### config.mk
export PLATFORM = sky130hd
export DESIGN_NAME = cmp_bist_flat
export DESIGN_NICKNAME = d
export VERILOG_FILES = /design/src/rtl/cmp_bist_pkg.sv /design/src/rtl/cmp_bist_if.sv /design/src/rtl/cmp_bist_model.sv /design/src/rtl/cmp_bist.sv /design/src/flat_wrapper.sv
export SDC_FILE = /design/constraint.sdc
export NUM_CORES = 1
export LEC_CHECK = 0
export CORE_ASPECT_RATIO = 1.75
export CORE_MARGIN = 3
export CORE_UTILIZATION = 45
export DETAILED_ROUTE_END_ITERATION = 10
export GPL_TIMING_DRIVEN = 1
export MAX_ROUTING_LAYER = met4
export PLACE_DENSITY = 0.73
export SLEW_MARGIN = 20
export SYNTH_ARGS = -nofsm -noshare
export SYNTH_HDL_FRONTEND = slang
export SYNTH_SLANG_ARGS = --single-unit
export TNS_END_PERCENT = 5
### constraint.sdc
create_clock -name clk -period 8.05 [get_ports clk]
set_input_delay 1.2075 -clock clk [delete_from_list [all_inputs] [get_ports clk]]
set_output_delay 1.2075 -clock clk [all_outputs]
set_load 0.02 [all_outputs]
### src/rtl/cmp_bist_pkg.sv
// Shared definitions for the cmp_bist comparator self-test sequencer.
package cmp_bist_pkg;

    typedef enum logic [1:0] {
        IDLE = 2'd0,
        RUN  = 2'd1,
        DONE = 2'd2
    } state_t;

    localparam int unsigned CNT_W = 2;

    // Operand seeds; both are uniform fills, so bit 0 replicates them to any width.
    localparam logic [15:0] A_INIT = '1;
    localparam logic [15:0] B_INIT = '0;

endpackage

### src/rtl/cmp_bist_if.sv
// Handshake and operand bundle between cmp_bist and its comparator/controller.
interface cmp_bist_if #(
    parameter int unsigned WIDTH = 16
);
    logic             start;
    logic [WIDTH-1:0] a_out;
    logic [WIDTH-1:0] b_out;
    logic             dut_gt;
    logic             busy;
    logic             done;
    logic             pass;
    logic [WIDTH-1:0] fail_a;
    logic [WIDTH-1:0] fail_b;

    modport master (
        input  start, dut_gt,
        output a_out, b_out, busy, done, pass, fail_a, fail_b
    );

    modport slave (
        output start, dut_gt,
        input  a_out, b_out, busy, done, pass, fail_a, fail_b
    );
endinterface

### src/rtl/cmp_bist_model.sv
// Expected greater-than model; CMP_BIST_SIGNED_EN selects signed compare.
module cmp_bist_model #(
    parameter int unsigned WIDTH = 16
) (
    input  logic [WIDTH-1:0] a,
    input  logic [WIDTH-1:0] b,
    output logic             exp_gt
);

    always_comb begin
`ifdef CMP_BIST_SIGNED_EN
        exp_gt = $signed(a) > $signed(b);
`else
        exp_gt = a > b;
`endif
    end

endmodule

### src/rtl/cmp_bist.sv
// Comparator BIST sequencer: sweeps A down from all ones and B up from zero.
// Build option CMP_BIST_SIGNED_EN switches the expected model to signed compare.
module cmp_bist
    import cmp_bist_pkg::*;
#(
    parameter int unsigned WIDTH   = 16,
    parameter int unsigned DUT_LAT = 0
) (
    input  logic          clk,
    input  logic          rst,
    cmp_bist_if.master    bus
);

    localparam logic [CNT_W-1:0] LAT   = CNT_W'(DUT_LAT);
    localparam logic [WIDTH-1:0] A_RST = {WIDTH{A_INIT[0]}};
    localparam logic [WIDTH-1:0] B_RST = {WIDTH{B_INIT[0]}};

    state_t             state_q, state_d;
    logic [CNT_W-1:0]   cnt_q, cnt_d;
    logic [WIDTH-1:0]   a_q, a_d;
    logic [WIDTH-1:0]   b_q, b_d;
    logic [WIDTH-1:0]   fa_q, fa_d;
    logic [WIDTH-1:0]   fb_q, fb_d;
    logic               pass_q, pass_d;
    logic               exp_gt;

    cmp_bist_model #(.WIDTH(WIDTH)) u_model (
        .a      (a_q),
        .b      (b_q),
        .exp_gt (exp_gt)
    );

    always_ff @(posedge clk or posedge rst) begin
        if (rst) begin
            state_q <= IDLE;
            cnt_q   <= '0;
            a_q     <= A_RST;
            b_q     <= B_RST;
            fa_q    <= '0;
            fb_q    <= '0;
            pass_q  <= 1'b0;
        end else begin
            state_q <= state_d;
            cnt_q   <= cnt_d;
            a_q     <= a_d;
            b_q     <= b_d;
            fa_q    <= fa_d;
            fb_q    <= fb_d;
            pass_q  <= pass_d;
        end
    end

    always_comb begin
        state_d = state_q;
        cnt_d   = cnt_q;
        a_d     = a_q;
        b_d     = b_q;
        fa_d    = fa_q;
        fb_d    = fb_q;
        pass_d  = pass_q;
        case (state_q)
            IDLE, DONE: begin
                if (bus.start) begin
                    a_d     = A_RST;
                    b_d     = B_RST;
                    fa_d    = '0;
                    fb_d    = '0;
                    pass_d  = 1'b0;
                    cnt_d   = '0;
                    state_d = RUN;
                end
            end
            RUN: begin
                if (cnt_q != LAT) begin
                    cnt_d = cnt_q + CNT_W'(1);
                end else if (bus.dut_gt != exp_gt) begin
                    fa_d    = a_q;
                    fb_d    = b_q;
                    pass_d  = 1'b0;
                    state_d = DONE;
                end else if (a_q == '0) begin
                    pass_d  = 1'b1;
                    state_d = DONE;
                end else begin
                    // A+B stays all ones, so A==B is never presented.
                    a_d   = a_q - WIDTH'(1);
                    b_d   = b_q + WIDTH'(1);
                    cnt_d = '0;
                end
            end
            default: state_d = IDLE;
        endcase
    end

    assign bus.a_out  = a_q;
    assign bus.b_out  = b_q;
    assign bus.busy   = (state_q == RUN);
    assign bus.done   = (state_q == DONE);
    assign bus.pass   = pass_q;
    assign bus.fail_a = fa_q;
    assign bus.fail_b = fb_q;

endmodule

### src/flat_wrapper.sv
// flat-port wrapper written by rule: the top's interface ports become plain ports
module cmp_bist_flat import cmp_bist_pkg::*;
#(
    parameter int unsigned WIDTH   = 16,
    parameter int unsigned DUT_LAT = 0
)
  (clk, rst, bus_start, bus_dut_gt, bus_a_out, bus_b_out, bus_busy, bus_done, bus_pass, bus_fail_a, bus_fail_b);
  cmp_bist_if #(.WIDTH(WIDTH)) bus_i ();
  input  logic clk;
  input  logic rst;
  input wire logic [$bits(bus_i.start)-1:0] bus_start;
  input wire logic [$bits(bus_i.dut_gt)-1:0] bus_dut_gt;
  output wire logic [$bits(bus_i.a_out)-1:0] bus_a_out;
  output wire logic [$bits(bus_i.b_out)-1:0] bus_b_out;
  output wire logic [$bits(bus_i.busy)-1:0] bus_busy;
  output wire logic [$bits(bus_i.done)-1:0] bus_done;
  output wire logic [$bits(bus_i.pass)-1:0] bus_pass;
  output wire logic [$bits(bus_i.fail_a)-1:0] bus_fail_a;
  output wire logic [$bits(bus_i.fail_b)-1:0] bus_fail_b;
  assign bus_i.start = bus_start;
  assign bus_i.dut_gt = bus_dut_gt;
  assign bus_a_out = bus_i.a_out;
  assign bus_b_out = bus_i.b_out;
  assign bus_busy = bus_i.busy;
  assign bus_done = bus_i.done;
  assign bus_pass = bus_i.pass;
  assign bus_fail_a = bus_i.fail_a;
  assign bus_fail_b = bus_i.fail_b;
  cmp_bist #(.WIDTH(WIDTH), .DUT_LAT(DUT_LAT)) u_core (.clk(clk), .rst(rst), .bus(bus_i));
endmodule
## After elaboration in Yosys (flattened, before gate mapping)

Cells that the tools add are included.

- Register bits: 69
- Output and inout bits: 67
- Bits of input ports: 4

- Reductions and logical operators: 10
- Equal/unequal tests: 11
- Muxes and demuxes: 31
- Add/subtract/negate cells: 3
- Order comparisons: 1

Operator list:

| kind | number |
|---|---|
| 16-bit two-way mux | 12 |
| 16-bit one-hot mux with 2 select lines | 4 |
| 16-bit by 1-bit adder with 16-bit output, second input constant | 1 |
| 16-bit greater-than comparator | 1 |
| 16-bit zero test | 1 |
| 2-bit two-way mux | 8 |
| 16-bit by 1-bit subtractor with 16-bit output, second input constant | 1 |
| 4-bit AND reduction | 3 |
| 2-bit != test, second input constant | 4 |
| 2-bit one-hot mux with 2 select lines | 2 |
| 3-bit by 2-bit != test with 1-bit output, second input constant | 2 |
| 5-bit AND reduction | 1 |
| 1-bit two-way mux | 4 |
| 2-bit nonzero test | 2 |
| 3-bit by 1-bit != test with 1-bit output, second input constant | 1 |
| 3-bit AND reduction | 1 |
| 2-bit by 1-bit adder with 2-bit output, second input constant | 1 |
| 2-bit by 1-bit equality test with 1-bit output, second input constant | 1 |
| 2-bit equality test, second input constant | 1 |
| 2-bit zero test | 1 |
| 2-bit by 1-bit != test with 1-bit output, second input constant | 1 |
| 1-bit one-hot mux with 2 select lines | 1 |
| 2-bit OR reduction | 1 |
| 1-bit != test | 1 |

## Longest topological paths before layout

- Depth after elaboration: 5
- Depth in mapped cells: 12
- Mapped depth without buffers: 10

## Cells and area by module

Synthesis repeated with hierarchy kept, for this count alone.

- Cells, all modules: 403
- Area total of the unflattened synthesis: 3,703.6 sq um

By module, submodules not included:

| module | instances | area each (sq um) | cells an instance |
|---|---|---|---|
| cmp_bist | 1 | 3,296.9 | 347 |
| cmp_bist_model | 1 | 406.6 | 56 |

## Least setup slack after synthesis

Ideal clock, no wire load.

- Kind: reg2reg
- Start point: register u_core.b_q[7] (netlist: u_core.bus.b_out[7])
- End point: register u_core.b_q[4] (netlist: u_core.bus.b_out[4])
- Path buffers: 1
- Arrival time: 2.857 ns
- Required time: 7.926 ns
- Cell stages (with the launch flop): 12
- Setup slack: 5.069 ns
- Period minus slack after synthesis: 2.981 ns
- Setup time: 0.124 ns
- Cells stage by stage: dfrtp_1 > inv_1 > ha_1 > a21o_1 > a21o_1 > o31a_1 > a211o_1 > a211oi_1 > nor2_1 > buf_4 > o311a_1 > a211o_1

- Cells in the longest elaborated chain, start to end: 4

RTL lines:

| item | RTL line | text |
|---|---|---|
| from (decl) | cmp_bist.sv:21 | `logic [WIDTH-1:0] b_q, b_d;` |
| from (signal assigned) | cmp_bist.sv:38 | `b_q <= B_RST;` |
| from (signal assigned) | cmp_bist.sv:46 | `b_q <= b_d;` |
| 16-bit greater-than comparator | cmp_bist_model.sv:14 | `exp_gt = a > b;` |
| 1-bit != test | cmp_bist.sv:76 | `end else if (bus.dut_gt != exp_gt) begin` |
| 2-bit != test (no line) | - |  |
| 5-bit AND reduction (no line) | - |  |

No other way between the ends.
A chain may end at the register's enable or synchronous reset.

## Worst setup path in the final report

- Start point: register u_core.a_q[8] (netlist: u_core.bus.a_out[8])
- End point: register u_core.b_q[0] (netlist: u_core.bus.b_out[0])

- Cells in the longest elaborated chain, start to end: 4

RTL lines:

| item | RTL line | text |
|---|---|---|
| from (decl) | cmp_bist.sv:20 | `logic [WIDTH-1:0] a_q, a_d;` |
| from (signal assigned) | cmp_bist.sv:37 | `a_q <= A_RST;` |
| from (signal assigned) | cmp_bist.sv:45 | `a_q <= a_d;` |
| 16-bit greater-than comparator | cmp_bist_model.sv:14 |  |
| 1-bit != test | cmp_bist.sv:76 |  |
| 2-bit != test (no line) | - |  |
| 5-bit AND reduction (no line) (*) | - |  |

Mark *: on every way between the ends. The rest lies on a longest branch, timed or not.

==> impl_metrics.env <==
export IMPL_status="finished clean"
export IMPL_critPathArrivalTime_ps=3720
export IMPL_path_class="reg2reg"
export IMPL_n_fill_cell=699
export IMPL_drive_above_1_share_pct=11.34
export IMPL_r2r_cells=9
export IMPL_syn_area_per_cell_um2=10.06
export IMPL_tns_ps=0
export IMPL_ios=71
export IMPL_insertion_delay_ps=340
export IMPL_vias_per_cell=6.122
export IMPL_globalRouteOverflowTotal=0
export IMPL_cts_buffer_depth=2
export IMPL_htreeDepth=3
export IMPL_cap_violations=0
export IMPL_synth_nets=396
export IMPL_timing_critical_path_slowest_cell_delay_ps=570
export IMPL_p_per_area_nw_per_um2=299.6
export IMPL_finClkSkew_ps=7.517
export IMPL_hold_ws_ps=488.4
export IMPL_fin_nets=460
export IMPL_synth_edff_count=0
export IMPL_min_path_cells=1
export IMPL_leakage_nw=1.996
export IMPL_cp_slowest_cell="or4_4"
export IMPL_ys_seq_elements=69
export IMPL_fmax_mhz=285.9
export IMPL_relSlewSlack_pct=42.52
export IMPL_critPathLaunchType="flop"
export IMPL_dp_hpwl_um=7151
export IMPL_rsz0062_at_grt="false"
export IMPL_cp_common_cell="or4_4"
export IMPL_die_x_um=74.94
export IMPL_grt_max_degree=70
export IMPL_diodes=0
export IMPL_first_pass_iters=4
export IMPL_ys_flop_type="dfrtp_1"
export IMPL_initial_core_util_pct=46.68
export IMPL_gp_congestion=0.8642
export IMPL_clock_sinks=69
export IMPL_synthCells=372
export IMPL_cts_buffers=9
export IMPL_cts_setup_buffers=0
export IMPL_die_area_um2=9490
export IMPL_area_growth_synth_to_final_pct=28.15
export IMPL_num_vias=3251
export IMPL_cp_cell_sequence="or4_4 -> or4_4 -> or4_4 -> nand2_1 -> nor3_1 -> nor2_1 -> buf_4 -> nor2_1 -> mux2_2"
export IMPL_grt_usage_pct=24.04
export IMPL_peakVddDrop_mv=0.1980
export IMPL_drt_initial_drc_count=201
export IMPL_finalHoldViolations=0
export IMPL_seq_area_um2=1747
export IMPL_worst_pin_slew_ps=862.2
export IMPL_num_rows=43
export IMPL_synth_warnings=0
export IMPL_drt_total_wl_um=10210
export IMPL_cts_tree="done"
export IMPL_hold_path_class="reg2reg"
export IMPL_root_buffer="clkbuf_16"
export IMPL_required_ps=8270
export IMPL_path_clk_slew_ps=60
export IMPL_seq_area_frac_synth_pct=46.67
export IMPL_grt_pass1_vias=3318
export IMPL_endpoint_kind="flop"
export IMPL_min_period_ps=3498
export IMPL_drc_errors=0
export IMPL_postCtsHoldBufs=0
export IMPL_async_flop_share_pct=100.0
export IMPL_wl_per_cell_um=19.22
export IMPL_syn_area_um2=3742
export IMPL_finalSetupViolations=0
export IMPL_die_y_um=126.6
export IMPL_core_area_um2=8016
export IMPL_grt_pass1_wl_um=16840
export IMPL_cts_resized=0
export IMPL_ys_types=52
export IMPL_io_buffers=70
export IMPL_final_cell_mix="70 x clkdlybuf4s50_1, 53 x dfrtp_1, 34 x a22o_1"
export IMPL_final_common_cell="clkdlybuf4s50_1"
export IMPL_slew_violations=0
export IMPL_grt_antenna_before_repair=0
export IMPL_fin_crit_sh_pct=43.45
export IMPL_multi_input_area_um2=1795
export IMPL_drtAntennaViolNets=0
export IMPL_cp_max_fo=12
final timing paths:
check,startpoint,slack (ps),endpoint
worst max-delay path,u_core.bus.a_out[8]$_DFFE_PP1P_,4550,u_core.bus.b_out[0]$_DFFE_PP0P_
worst min-delay path,u_core.bus.pass$_DFFE_PP0P_,490,u_core.bus.pass$_DFFE_PP0P_
worst max register to register,u_core.bus.a_out[8]$_DFFE_PP1P_,4550,u_core.bus.b_out[0]$_DFFE_PP0P_
worst min register to register,u_core.bus.pass$_DFFE_PP0P_,490,u_core.bus.pass$_DFFE_PP0P_
max in group asynchronous,rst,6030,u_core.bus.fail_a[5]$_DFFE_PP0P_
min in group asynchronous,rst,1440,u_core.bus.fail_b[2]$_DFFE_PP0P_
critical path, delay by kind of cell, from the launching register on:
kind                   cells  cell delay (ps)
multiplexers               1              290
AND/OR/NAND/NOR            7             2330
buffers and inverters      1              320
flip-flops                 1              430
layer usage:
layer	wire length [µm]	GRT usage, %
met1	4078	28.22
met2	5364	39.31
met3	477	3.648
met4	285	11.22
met5	0	-
power breakdown:
part / internal, mW / switching [mW]
sequential: 0.420 / 0.0636
clock: 0.265 / 0.146
combinational: 0.214 / 0.329
stage by stage:
step | setup slack, ps | instances | area (µm²) | power [mW] | util [%]
final | 4552 | 531 | 4796 | 1.437 | 59.83
after global routing | 4260 | 531 | 4796 | 1.510 | 59.83
after CTS | 4451 | 531 | 4795 | 1.451 | 59.81
after detailed placement | 4439 | 515 | 4482 | 1.039 | 55.91
after global placement | 4539 | 515 | 4482 | 1.024 | 55.91
after floorplan | 5069 | 372 | 3742 | 0.8133 | -
cells in the mapped netlist, types with 2 or more instances:
| cell type | number | area, µm² |
|---|---|---|
| a41o_1 | 3 | 30.03 |
| a31oi_1 | 4 | 25.02 |
| nand4_1 | 5 | 31.28 |
| a21o_1 | 4 | 30.03 |
| and2_1 | 2 | 12.51 |
| o211ai_1 | 2 | 15.01 |
| mux2i_1 | 10 | 100.1 |
| buf_6 | 3 | 33.78 |
| ha_1 | 20 | 250.2 |
| nand3_1 | 11 | 55.05 |
| o21ai_0 | 6 | 30.03 |
| nor3_1 | 19 | 95.09 |
| a21oi_1 | 9 | 45.04 |
| a211o_1 | 5 | 43.79 |
| a211oi_2 | 3 | 37.54 |
| nand2_1 | 24 | 90.09 |
| and3_1 | 4 | 25.02 |
| a22o_1 | 34 | 297.8 |
| or4_4 | 3 | 33.78 |
| nor4_1 | 9 | 56.30 |
| a32o_2 | 2 | 22.52 |
| clkbuf_1 | 13 | 48.80 |
| dfstp_2 | 16 | 420.4 |
| a211oi_1 | 8 | 60.06 |
| nor2_1 | 34 | 127.6 |
| o31a_1 | 2 | 17.52 |
| dfrtp_1 | 53 | 1326 |
| or3_1 | 3 | 18.77 |
| or4_1 | 2 | 15.01 |
| and4_1 | 2 | 17.52 |
| o311a_1 | 2 | 20.02 |
| buf_1 | 3 | 11.26 |
| o21ai_1 | 4 | 20.02 |
| o31ai_1 | 2 | 15.01 |
| inv_1 | 26 | 97.59 |
| nand2b_1 | 4 | 25.02 |
state kept, by name (all words and copies together), names as in the netlist:
name               count
u_core.bus.a_out      16
u_core.bus.b_out      16
u_core.bus.fail_a     16
u_core.bus.fail_b     16
u_core.cnt_q           2
u_core.state_q         2
u_core.bus.pass        1
cell families after synthesis:
logic type | Yosys count | synth area share [%]
simple gates | 127 | 17.22
compound gates | 97 | 20.76
flops | 69 | 46.67
buf+inv | 47 | 5.450
fa+ha+maj | 20 | 6.687
mux | 11 | 2.976
xor+xnor | 1 | 0.2341
area by class of cell:
class | instances | share of cell area (%)
multi-input combinational | 256 | 37.44
sequential | 69 | 36.42
timing repair buffer | 74 | 15.24
clock buffer | 13 | 5.635
tap | 90 | 2.348
inverter | 26 | 2.035
clock inverter | 3 | 0.8870
Power figures use the tool's default switching activity.
